$ cat config.mk
export PLATFORM = sky130hd
export DESIGN_NAME = ram_port_arbiter_flat
export DESIGN_NICKNAME = d
export VERILOG_FILES = /design/src/rtl/ram_port_arbiter_pkg.sv /design/src/rtl/ram_port_arbiter_if.sv /design/src/rtl/ram_arb_pick.sv /design/src/rtl/ram_port_arbiter.sv /design/src/flat_wrapper.sv
export SDC_FILE = /design/constraint.sdc
export NUM_CORES = 1
export LEC_CHECK = 0
export CORE_AREA = 3 3 154 156
export CTS_CLUSTER_DIAMETER = 200
export DETAILED_ROUTE_END_ITERATION = 16
export DIE_AREA = 0 0 157 159
export PLACE_DENSITY = 0.68
export SYNTH_ARGS = -nofsm -noshare
export SYNTH_HDL_FRONTEND = slang
export SYNTH_SLANG_ARGS = --single-unit
$ cat constraint.sdc
create_clock -name CLK -period 4.54 [get_ports CLK]
set_clock_uncertainty 0.05 [all_clocks]
set_input_delay 0.454 -clock CLK [delete_from_list [all_inputs] [get_ports CLK]]
set_output_delay 0.454 -clock CLK [all_outputs]
set_load 0.005 [all_outputs]
$ cat src/rtl/ram_port_arbiter_pkg.sv
// Shared widths, FSM encoding, access record and legality check for the RAM port arbiter.
package ram_port_arbiter_pkg;

  localparam int ADDR_W = 64;
  localparam int DATA_W = 32;
  localparam logic [ADDR_W-1:0] DEFAULT_ADDR_LIMIT = 64'd128;

  typedef enum logic [1:0] {
    IDLE  = 2'd0,
    ISSUE = 2'd1,
    RWAIT = 2'd2
  } arb_state_t;

  typedef struct packed {
    logic              we;
    logic [ADDR_W-1:0] addr;
    logic [DATA_W-1:0] wdata;
  } access_t;

  // An access is legal only when word aligned and below the address window limit.
  function automatic logic access_legal(input logic [ADDR_W-1:0] addr,
                                        input logic [ADDR_W-1:0] limit);
    return (addr[1:0] == 2'b00) && (addr < limit);
  endfunction

endpackage

$ cat src/rtl/ram_port_arbiter_if.sv
// Requester-side handshake bundle; master = requester, slave = arbiter.
interface ram_port_arbiter_if;
  import ram_port_arbiter_pkg::*;

  logic              req;
  logic              we;
  logic [ADDR_W-1:0] addr;
  logic [DATA_W-1:0] wdata;
  logic              gnt;
  logic              rvalid;
  logic [DATA_W-1:0] rdata;
  logic              err;

  modport master (output req, we, addr, wdata, input gnt, rvalid, rdata, err);
  modport slave  (input req, we, addr, wdata, output gnt, rvalid, rdata, err);

endinterface

$ cat src/rtl/ram_arb_pick.sv
// Combinational winner selection between two requesters (round robin or port-0 priority).
module ram_arb_pick (
  input  logic req0,
  input  logic req1,
  input  logic last_grant,
  input  logic fixed_prio,
  output logic winner,
  output logic valid
);

  // When both ask, the port that was not granted last goes next unless port 0 is pinned.
  always_comb begin
    valid  = req0 | req1;
    winner = 1'b0;
    if (req0 && req1) begin
      winner = fixed_prio ? 1'b0 : ~last_grant;
    end else if (req1) begin
      winner = 1'b1;
    end
  end

endmodule

$ cat src/rtl/ram_port_arbiter.sv
// Two-port arbiter/sequencer in front of a single-port 32-bit RAM, all outputs registered.
// Define RAM_ARB_FIXED_PRIO_EN to make port 0 win every contested arbitration.
module ram_port_arbiter
  import ram_port_arbiter_pkg::*;
#(
  parameter logic [ADDR_W-1:0] ADDR_LIMIT = DEFAULT_ADDR_LIMIT,
  parameter bit                RESET_PRIO = 1'b0
) (
  input  logic              CLK,
  input  logic              RESET,
  ram_port_arbiter_if.slave m0,
  ram_port_arbiter_if.slave m1,
  output logic [ADDR_W-1:0] ram_address,
  output logic [DATA_W-1:0] ram_data_in,
  output logic              ram_write,
  output logic              ram_read,
  input  logic [DATA_W-1:0] ram_data_out
);

`ifdef RAM_ARB_FIXED_PRIO_EN
  localparam logic FIXED_PRIO = 1'b1;
`else
  localparam logic FIXED_PRIO = 1'b0;
`endif

  arb_state_t        state_q;
  arb_state_t        state_d;
  logic              last_grant_q;
  logic              owner_q;
  logic              we_q;
  logic              legal_q;
  logic              pick_winner;
  logic              pick_valid;
  logic              take;
  logic              finish_read;
  logic              cand_legal;
  logic [1:0]        take_vec;
  access_t           cand;
  logic [1:0]        gnt_q;
  logic [1:0]        err_q;
  logic [1:0]        rvalid_q;
  logic [DATA_W-1:0] rdata0_q;
  logic [DATA_W-1:0] rdata1_q;

  ram_arb_pick u_pick (
    .req0       (m0.req),
    .req1       (m1.req),
    .last_grant (last_grant_q),
    .fixed_prio (FIXED_PRIO),
    .winner     (pick_winner),
    .valid      (pick_valid)
  );

  assign cand       = pick_winner ? {m1.we, m1.addr, m1.wdata} : {m0.we, m0.addr, m0.wdata};
  assign cand_legal = access_legal(cand.addr, ADDR_LIMIT);
  assign take_vec   = {take & pick_winner, take & ~pick_winner};

  always_comb begin
    state_d     = state_q;
    take        = 1'b0;
    finish_read = 1'b0;
    case (state_q)
      IDLE: begin
        if (pick_valid) begin
          take    = 1'b1;
          state_d = ISSUE;
        end
      end
      ISSUE:   state_d = (legal_q && !we_q) ? RWAIT : IDLE;
      RWAIT: begin
        finish_read = 1'b1;
        state_d     = IDLE;
      end
      default: state_d = IDLE;
    endcase
  end

  always_ff @(posedge CLK) begin
    if (RESET) begin
      state_q <= IDLE;
    end else begin
      state_q <= state_d;
    end
  end

  // The pointer holds the last-granted port; seeding it with the other port lets RESET_PRIO win first.
  always_ff @(posedge CLK) begin
    if (RESET) begin
      last_grant_q <= ~RESET_PRIO;
      owner_q      <= 1'b0;
      we_q         <= 1'b0;
      legal_q      <= 1'b0;
      ram_address  <= '0;
      ram_data_in  <= '0;
      ram_write    <= 1'b0;
      ram_read     <= 1'b0;
      gnt_q        <= '0;
      err_q        <= '0;
      rvalid_q     <= '0;
      rdata0_q     <= '0;
      rdata1_q     <= '0;
    end else begin
      gnt_q     <= take_vec;
      err_q     <= take_vec & {2{~cand_legal}};
      ram_write <= take & cand_legal & cand.we;
      ram_read  <= take & cand_legal & ~cand.we;
      rvalid_q  <= {finish_read & owner_q, finish_read & ~owner_q};
      if (finish_read && !owner_q) begin
        rdata0_q <= ram_data_out;
      end
      if (finish_read && owner_q) begin
        rdata1_q <= ram_data_out;
      end
      if (take) begin
        last_grant_q <= pick_winner;
        owner_q      <= pick_winner;
        we_q         <= cand.we;
        legal_q      <= cand_legal;
        ram_address  <= cand.addr;
        ram_data_in  <= cand.wdata;
      end
    end
  end

  assign m0.gnt    = gnt_q[0];
  assign m1.gnt    = gnt_q[1];
  assign m0.err    = err_q[0];
  assign m1.err    = err_q[1];
  assign m0.rvalid = rvalid_q[0];
  assign m1.rvalid = rvalid_q[1];
  assign m0.rdata  = rdata0_q;
  assign m1.rdata  = rdata1_q;

endmodule

$ cat src/flat_wrapper.sv
// flat-port wrapper written by rule: the top's interface ports become plain ports
module ram_port_arbiter_flat import ram_port_arbiter_pkg::*;
#(
  parameter logic [ADDR_W-1:0] ADDR_LIMIT = DEFAULT_ADDR_LIMIT,
  parameter bit                RESET_PRIO = 1'b0
)
  (CLK, RESET, ram_address, ram_data_in, ram_write, ram_read, ram_data_out, m0_req, m0_we, m0_addr, m0_wdata, m0_gnt, m0_rvalid, m0_rdata, m0_err, m1_req, m1_we, m1_addr, m1_wdata, m1_gnt, m1_rvalid, m1_rdata, m1_err);
  ram_port_arbiter_if m0_i ();
  ram_port_arbiter_if m1_i ();
  input  logic CLK;
  input  logic RESET;
  output logic [ADDR_W-1:0] ram_address;
  output logic [DATA_W-1:0] ram_data_in;
  output logic ram_write;
  output logic ram_read;
  input  logic [DATA_W-1:0] ram_data_out;
  input wire logic [$bits(m0_i.req)-1:0] m0_req;
  input wire logic [$bits(m0_i.we)-1:0] m0_we;
  input wire logic [$bits(m0_i.addr)-1:0] m0_addr;
  input wire logic [$bits(m0_i.wdata)-1:0] m0_wdata;
  output wire logic [$bits(m0_i.gnt)-1:0] m0_gnt;
  output wire logic [$bits(m0_i.rvalid)-1:0] m0_rvalid;
  output wire logic [$bits(m0_i.rdata)-1:0] m0_rdata;
  output wire logic [$bits(m0_i.err)-1:0] m0_err;
  input wire logic [$bits(m1_i.req)-1:0] m1_req;
  input wire logic [$bits(m1_i.we)-1:0] m1_we;
  input wire logic [$bits(m1_i.addr)-1:0] m1_addr;
  input wire logic [$bits(m1_i.wdata)-1:0] m1_wdata;
  output wire logic [$bits(m1_i.gnt)-1:0] m1_gnt;
  output wire logic [$bits(m1_i.rvalid)-1:0] m1_rvalid;
  output wire logic [$bits(m1_i.rdata)-1:0] m1_rdata;
  output wire logic [$bits(m1_i.err)-1:0] m1_err;
  assign m0_i.req = m0_req;
  assign m0_i.we = m0_we;
  assign m0_i.addr = m0_addr;
  assign m0_i.wdata = m0_wdata;
  assign m0_gnt = m0_i.gnt;
  assign m0_rvalid = m0_i.rvalid;
  assign m0_rdata = m0_i.rdata;
  assign m0_err = m0_i.err;
  assign m1_i.req = m1_req;
  assign m1_i.we = m1_we;
  assign m1_i.addr = m1_addr;
  assign m1_i.wdata = m1_wdata;
  assign m1_gnt = m1_i.gnt;
  assign m1_rvalid = m1_i.rvalid;
  assign m1_rdata = m1_i.rdata;
  assign m1_err = m1_i.err;
  ram_port_arbiter #(.ADDR_LIMIT(ADDR_LIMIT), .RESET_PRIO(RESET_PRIO)) u_core (.CLK(CLK), .RESET(RESET), .m0(m0_i), .m1(m1_i), .ram_address(ram_address), .ram_data_in(ram_data_in), .ram_write(ram_write), .ram_read(ram_read), .ram_data_out(ram_data_out));
endmodule
==> flow_results.org <==
** Timing
- In the finished design, the share of the clock period the worst path needs comes to 53.1%.
- Worst hold slack :: 0.386 ns
- Setup repair after global routing left no endpoint under its margin.
- Slew at the pin closest to its max-slew limit :: around 1.0 ns
- The number of pins with negative max-slew slack in the final report came to 0.
- For the finished layout, the period the worst path requires is 2.41 ns.
- Headroom to the max-slew limit came out at between 30% and 40%.
- Number of failing hold endpoints at the final stage :: 0
- Setup TNS :: 0 ns
- Fmax :: between 0.4 and 0.5 GHz
- Setup violations remaining at the end of the flow were counted as 0.

** Routing
- Final routed DRC violation total :: 0
- The final layout contains routed wiring with a total length of 28600 µm.
- For this block, wires on met1 add up to approximately 11000 µm.
- Via count :: 7743
- Avg Vias per Cell :: 5.00
- Uppermost layer routed :: met4
- The detail route stage leaves a number of antenna-violating nets equal to 0.
- Wire segments on met3 add up to 2220 µm in the final route.
- In the final routed layout, each cell accounts on average for 18.5 µm.
- Drt pass-1 iters :: 5
- The detailed router finished its first iteration with just under 500 violations.
- Detailed routing placed a total of 14100 µm of wire on met2.

** Logic synthesis
- Cell area after synthesis :: 7030 µm²
- Synth unique cells :: 28
- Post-synth top area share :: 49.6%
- Leading post-synthesis cells by cell area :: sky130_fd_sc_hd__dfxtp_1, sky130_fd_sc_hd__nand2_1, sky130_fd_sc_hd__a311oi_1
- Yosys reg bits :: 174
- The cell count after synthesis came out at 903.
- The number of nets handed over by synthesis was 1133.
- After synthesis, flip-flops and latches occupy between 40% and 50% of the total area.
- The Yosys step of the flow raised 0 warnings.
- Mapped Avg Cell Area :: 7.78 µm²
- Summed over all instances, the cell type with the most area after synthesis is sky130_fd_sc_hd__dfxtp_1.

** Floorplanning
- I/O Pins :: between 300 and 400
- The initial utilization of the core area, before any placement, comes to 31.2%.
- Die extent in y :: about 160 µm
- Core Footprint :: 22500 µm²
- Number of cell rows :: 55
- Area enclosed by the die boundary :: 25000 µm²
- Die extent in x :: 157 µm

** GRT
- The number of global-route vias before repair was ~7500.
- Overall Global Routing Usage :: 22.0%
- Antenna violations before repair :: 0
- Grt ovf :: 0
- The first global-routing pass estimated 43000 µm of wire.
- Largest net degree at the start of global routing :: 196

** Status
- Result of the run :: completed

** Layout
- From synthesis to final layout, the design area changed by 67.3%.
- Register area :: 3480 µm²
- The library cell used most frequently in the layout, excluding fill and tap cells, is sky130_fd_sc_hd__clkdlybuf4s50_1.
- Leaving out fill and tap cells, the most frequent cells in the layout are sky130_fd_sc_hd__clkdlybuf4s50_1, sky130_fd_sc_hd__nand2_1, sky130_fd_sc_hd__dfxtp_1.
- Layout cell share with drive strength beyond 1 :: 4.11%
- After the last flow step, the layout net total stands at 1482.
- The number of antenna diodes in the final layout is 0.
- After filler insertion, the fill cell instance count of the layout stands at 2187.
- Summed area of non-filler cells in the final layout :: ~12000 µm²
- The multi-input combinational cells in the finished layout cover a total of 3260 µm².

** Worst setup path
- Library cell contributing the largest single delay on the critical path :: sky130_fd_sc_hd__clkdlybuf4s50_1
- Launching element type of the critical path :: input port
- STA classifies the critical path endpoint as a flop.
- Along the worst path, the maximum fanout reaches 52.
- STA puts the critical path data required time at 4.82 ns.
- The signal on the critical path passes through clkdlybuf4s50_1, a21bo_4, buf_4, nand2_1, a311oi_1.
- Biggest cell delay along the critical path :: 0.61 ns
- Arrival time worst endpoint :: about 2.7 ns
- The worst setup path is of the in2reg kind.

** CTS
- In this run the clock root is driven by a sky130_fd_sc_hd__clkbuf_16.
- Maximum count of clock buffers along a single path :: 2
- TritonCTS created 17 clock buffers.
- Maximum level of the CTS H-tree :: 4
- Clock latency of the later-clocked register in the worst-skew pair :: 0.41 ns
- TritonCTS Sinks :: 174
- TritonCTS built the clock tree.
- Worst-path clk slew :: 0.07 ns
- Number of setup buffers added after CTS :: 0
- The number of hold buffers added after CTS was 0.
- Gates resized, CTS repair :: 0

** Power and ir drop
- Combinational cells account for 18.7% of the total power.
- Power spread over the standard cell area amounts to 331 nW/µm².
- Sequential share of power :: 42.9%
- The worst-case IR drop observed on VDD is approximately 0.19 mV.
- The analysis attributes to net switching a power of between 1000 and 1500 µW.
- Clk pwr share :: 38.4%
- The analysis attributes to cell leakage a power of ~0.0042 µW.
- Net switching is 26.3% of the power.
- The internal power of the cells totals 2870 µW.

** Flow run
- The tool flagged a number of max-cap violations equal to 0.

** Placed design
- Final HPWL from detailed placement :: 21400 µm
- Count of buffers inserted at the top-level ports :: just under 400
- Area post-placement :: 11200 µm²
- At the end of routability-driven placement, the weighted congestion stood at 0.851.

** Hold path
- Path type of the worst min-delay path :: reg2reg
-- cell usage after synthesis --
cell type,n
sky130_fd_sc_hd__a211oi_1,1
sky130_fd_sc_hd__a21bo_1,1
sky130_fd_sc_hd__a21boi_1,1
sky130_fd_sc_hd__a21oi_1,68
sky130_fd_sc_hd__a311oi_1,96
sky130_fd_sc_hd__and2_1,2
sky130_fd_sc_hd__and3b_1,2
sky130_fd_sc_hd__buf_1,14
sky130_fd_sc_hd__buf_2,16
sky130_fd_sc_hd__buf_4,1
sky130_fd_sc_hd__clkbuf_1,46
sky130_fd_sc_hd__dfxtp_1,174
sky130_fd_sc_hd__mux2i_1,1
sky130_fd_sc_hd__nand2_1,326
sky130_fd_sc_hd__nand3b_1,1
sky130_fd_sc_hd__nand4_1,8
sky130_fd_sc_hd__nor2_1,103
sky130_fd_sc_hd__nor3_1,6
sky130_fd_sc_hd__nor3b_1,1
sky130_fd_sc_hd__nor4_1,25
sky130_fd_sc_hd__nor4_2,1
sky130_fd_sc_hd__nor4_4,2
sky130_fd_sc_hd__o21a_1,1
sky130_fd_sc_hd__o21ai_1,1
sky130_fd_sc_hd__o221ai_1,1
sky130_fd_sc_hd__o221ai_2,1
sky130_fd_sc_hd__or3b_2,1
sky130_fd_sc_hd__or4_4,2
-- stage by stage --
stage               setup WS, ns  std cells  total power (µW)  utilization, %
floorplan                   2.79        903              1950               -
global placement            1.72       1518              2430            49.6
detailed placement          1.65       1518              2440            49.6
CTS                         2.11       1550              3940            52.2
global route                1.95       1550              4070            52.2
finish                      2.13       1550              3900            52.2
-- power by group through the flow --
stage	Clock, µW	Sequential, µW	Combinational, µW
after floorplan	0	1700	245
after global placement	0	1700	727
after detailed placement	0	1700	731
after CTS	1540	1670	734
after global routing	1600	1680	786
final	1500	1670	729
-- flip-flops by register name, indices dropped and copies added (netlist names) --
name	count
u_core.ram_data_in	32
u_core.rvalid_q	2
u_core.legal_q	1
u_core.last_grant_q	1
u_core.ram_address	64
u_core.ram_write	1
u_core.m0.rdata	32
u_core.m1.rdata	32
u_core.err_q	2
u_core.gnt_q	2
u_core.state_q	2
u_core.we_q	1
u_core.owner_q	1
u_core.ram_read	1
-- metal layers --
layer	global-route usage, %	vias to the layer above
li1	-	3824
met1	25.9	3538
met3	5.87	44
met5	0	-
met4	8.28	0
met2	37.9	337
-- cells by family (layout without fill, tap and decap cells) --
logic type,count (synthesis),in the layout,synth area share (%)
mux,1,1,0.142
buf+inv,77,439,4.45
flops,174,174,49.6
simple gates,480,480,28.2
compound gates,171,171,17.7
-- worst paths after layout --
path / start / endpoint / slack [ns] / depth (start not counted)
min: u_core.we_q / u_core.state_q[1] / 0.39 / 1
min reg2reg: u_core.we_q / u_core.state_q[1] / 0.39 / 1
max: m0_req / u_core.ram_address[47] / 2.13 / 5
max reg2reg: u_core.last_grant_q / u_core.ram_address[47] / 2.40 / 4
-- critical path, delay by kind of cell --
kind            cells  cell delay [ns]
simple gates        1             0.13
compound gates      2             0.85
buf+inv             2             1.21
-- final cells by class --
type | count | share of cell area (%)
Multi-Input combinational cell | 652 | 27.7
Sequential cell | 174 | 29.6
Clock buffer | 20 | 3.80
Clock inverter | 12 | 1.29
Tap cell | 285 | 3.03
Timing Repair Buffer | 407 | 34.5
(Power assumes the default switching activity.)
==> variant (same flow settings) <==
Build with the macro `RAM_ARB_FIXED_PRIO_EN` defined.
--- a/src/rtl/ram_port_arbiter.sv
+++ b/src/rtl/ram_port_arbiter.sv
@@ -1,5 +1,7 @@
 // Two-port arbiter/sequencer in front of a single-port 32-bit RAM, all outputs registered.
 // Define RAM_ARB_FIXED_PRIO_EN to make port 0 win every contested arbitration.
+`define RAM_ARB_FIXED_PRIO_EN
+
 module ram_port_arbiter
   import ram_port_arbiter_pkg::*;
 #(
Formal check against the unedited RTL: not equivalent (Yosys sat finds a counterexample within 4 cycles, from zero or initial values and one cycle with RESET high).
==> variant against the unedited design <==
  * Worst setup slack worse by 0.15 ns
  * Register-to-register slack got worse by 0.24 ns
  * Sequential cell count down 1
  * Combinational power is 12% lower
  * Wire length fell by 3.1%
  * Power decreased by 4.2%
  * Design area down 2.6%
  * Synthesized area shrank 4.0%
  * Worst hold slack gained 0.0011 ns
==> variant: results (changes against the unedited design) <==
INFO  metric synthesis.nets = 1056 (-6.8%)
INFO  metric worst_hold_launch = u_core.legal_q
INFO  metric wl_per_cell = 18.73 µm (+1.5%)
INFO  metric drive_gt1_share = 4.435% (+0.32 points)
INFO  metric routed_via_density = 5.091 (+1.9%)
INFO  metric detailroute.wirelength.met2 = 13620 µm (-3.5%)
INFO  metric place.gp.congestion = 0.9206 (+8.1%)
INFO  metric critical-path-max-stage-delay = 0.70 ns (+0.09 ns)
INFO  metric dp.cells = 1448 (-4.6%)
INFO  metric final_cells = 1480 (-4.5%)
INFO  metric max-vdd-ir-drop = 0.0001898 V (+1.7%)
INFO  metric synth.area.top_cells = sky130_fd_sc_hd__dfxtp_1 51%, sky130_fd_sc_hd__nand2_1 15%, sky130_fd_sc_hd__a311oi_1 7.7%, sky130_fd_sc_hd__nor2_1 5.5%, sky130_fd_sc_hd__a21oi_1 4.8%
INFO  metric slowest_stage = sky130_fd_sc_hd__nand2b_2
INFO  metric first_pass_grt_wire_length = 41770 µm (-2.8%)
INFO  metric status = finished, final reports clean
INFO  metric dr_wl_met3 = 2063 µm (-7.1%)
INFO  metric place_hpwl = 20470 µm (-4.2%)
INFO  metric synth_cells = 826 (-8.5%)
INFO  metric post_synth_most_frequent_cells = 263 x sky130_fd_sc_hd__nand2_1, 173 x sky130_fd_sc_hd__dfxtp_1, 99 x sky130_fd_sc_hd__nor2_1
INFO  metric drt_iter0_markers = 437 (-11%)
INFO  metric timing.critical_path.fanout_max = 34 (-35%)
INFO  metric routedLengthMet1 = 11290 µm (-0.24%)
INFO  metric ys_seq_area_share = 51.36% (+1.8 points)
INFO  metric dpl_cell_area = 10870 µm² (-2.6%)
INFO  metric grt_use_total = 21.34% (-0.64 points)
INFO  metric grt_max_degree = 92 (-53%)
INFO  metric power.static_leakage = 4.112 nW (-3.0%)
INFO  metric critical_path_arrival = 2.83 ns (+0.13 ns)
INFO  metric dp_worst_setup_slack = 1.524 ns (-0.1279 ns)
INFO  metric max-slew-margin-rel = 21.00% (-12 points)
-- variant: cell count changes after synthesis, moves of 3 or more --
cell	delta
sky130_fd_sc_hd__nand2_1	-63
sky130_fd_sc_hd__a311oi_1	-37
sky130_fd_sc_hd__nor3_1	-3
sky130_fd_sc_hd__buf_4	+5
sky130_fd_sc_hd__nor4_1	+4
sky130_fd_sc_hd__buf_2	+3
sky130_fd_sc_hd__nor2_1	-4
sky130_fd_sc_hd__a222oi_1	+32
sky130_fd_sc_hd__a21oi_1	-3
sky130_fd_sc_hd__buf_1	-14
sky130_fd_sc_hd__a22oi_1	+5
-- variant: worst paths after layout --
kind                                         endpoint  slack [ns]  depth (start not counted)
worst max-delay path                  u_core.err_q[0]        1.97                          7
worst min-delay path                u_core.state_q[1]        0.39                          2
worst max register to register  u_core.ram_address[7]        2.16                          5
worst min register to register      u_core.state_q[1]        0.39                          2
-- variant: per-layer routing --
metal	GRT usage, %	vias up
li1	-	3642
met1	26.68	3505
met2	35.73	345
met3	5.056	42
met4	7.600	0
met5	0	-
-- variant: cell type report --
type                       count  area [µm²]
timing repair buffer         407        4046
multi-input combinational    583        3004
clock buffer                  18       439.2
sequential                   173        3463
clock inverter                14       145.1
tap                          285       356.6
fill                        2141       11050
-- variant: logic make-up after synthesis --
group / share of synthesized area, %
AOI/OAI and AO/OA: 18.67
buffers and inverters: 4.583
muxes: 0.1485
DFF: 51.36
and+or+nand+nor: 25.24
-- variant: worst min-delay path: cells and delay by family, from the launching register on --
family        cells  cell delay (ns)
flops             1             0.31
simple gates      2             0.09
-- variant: where the power goes --
part	leakage (nW)	switching (mW)	internal, mW
combinational	2.41	0.265	0.380
clock	0.288	0.696	0.749
sequential	1.42	0.0462	1.60
total	4.11	1.01	2.73
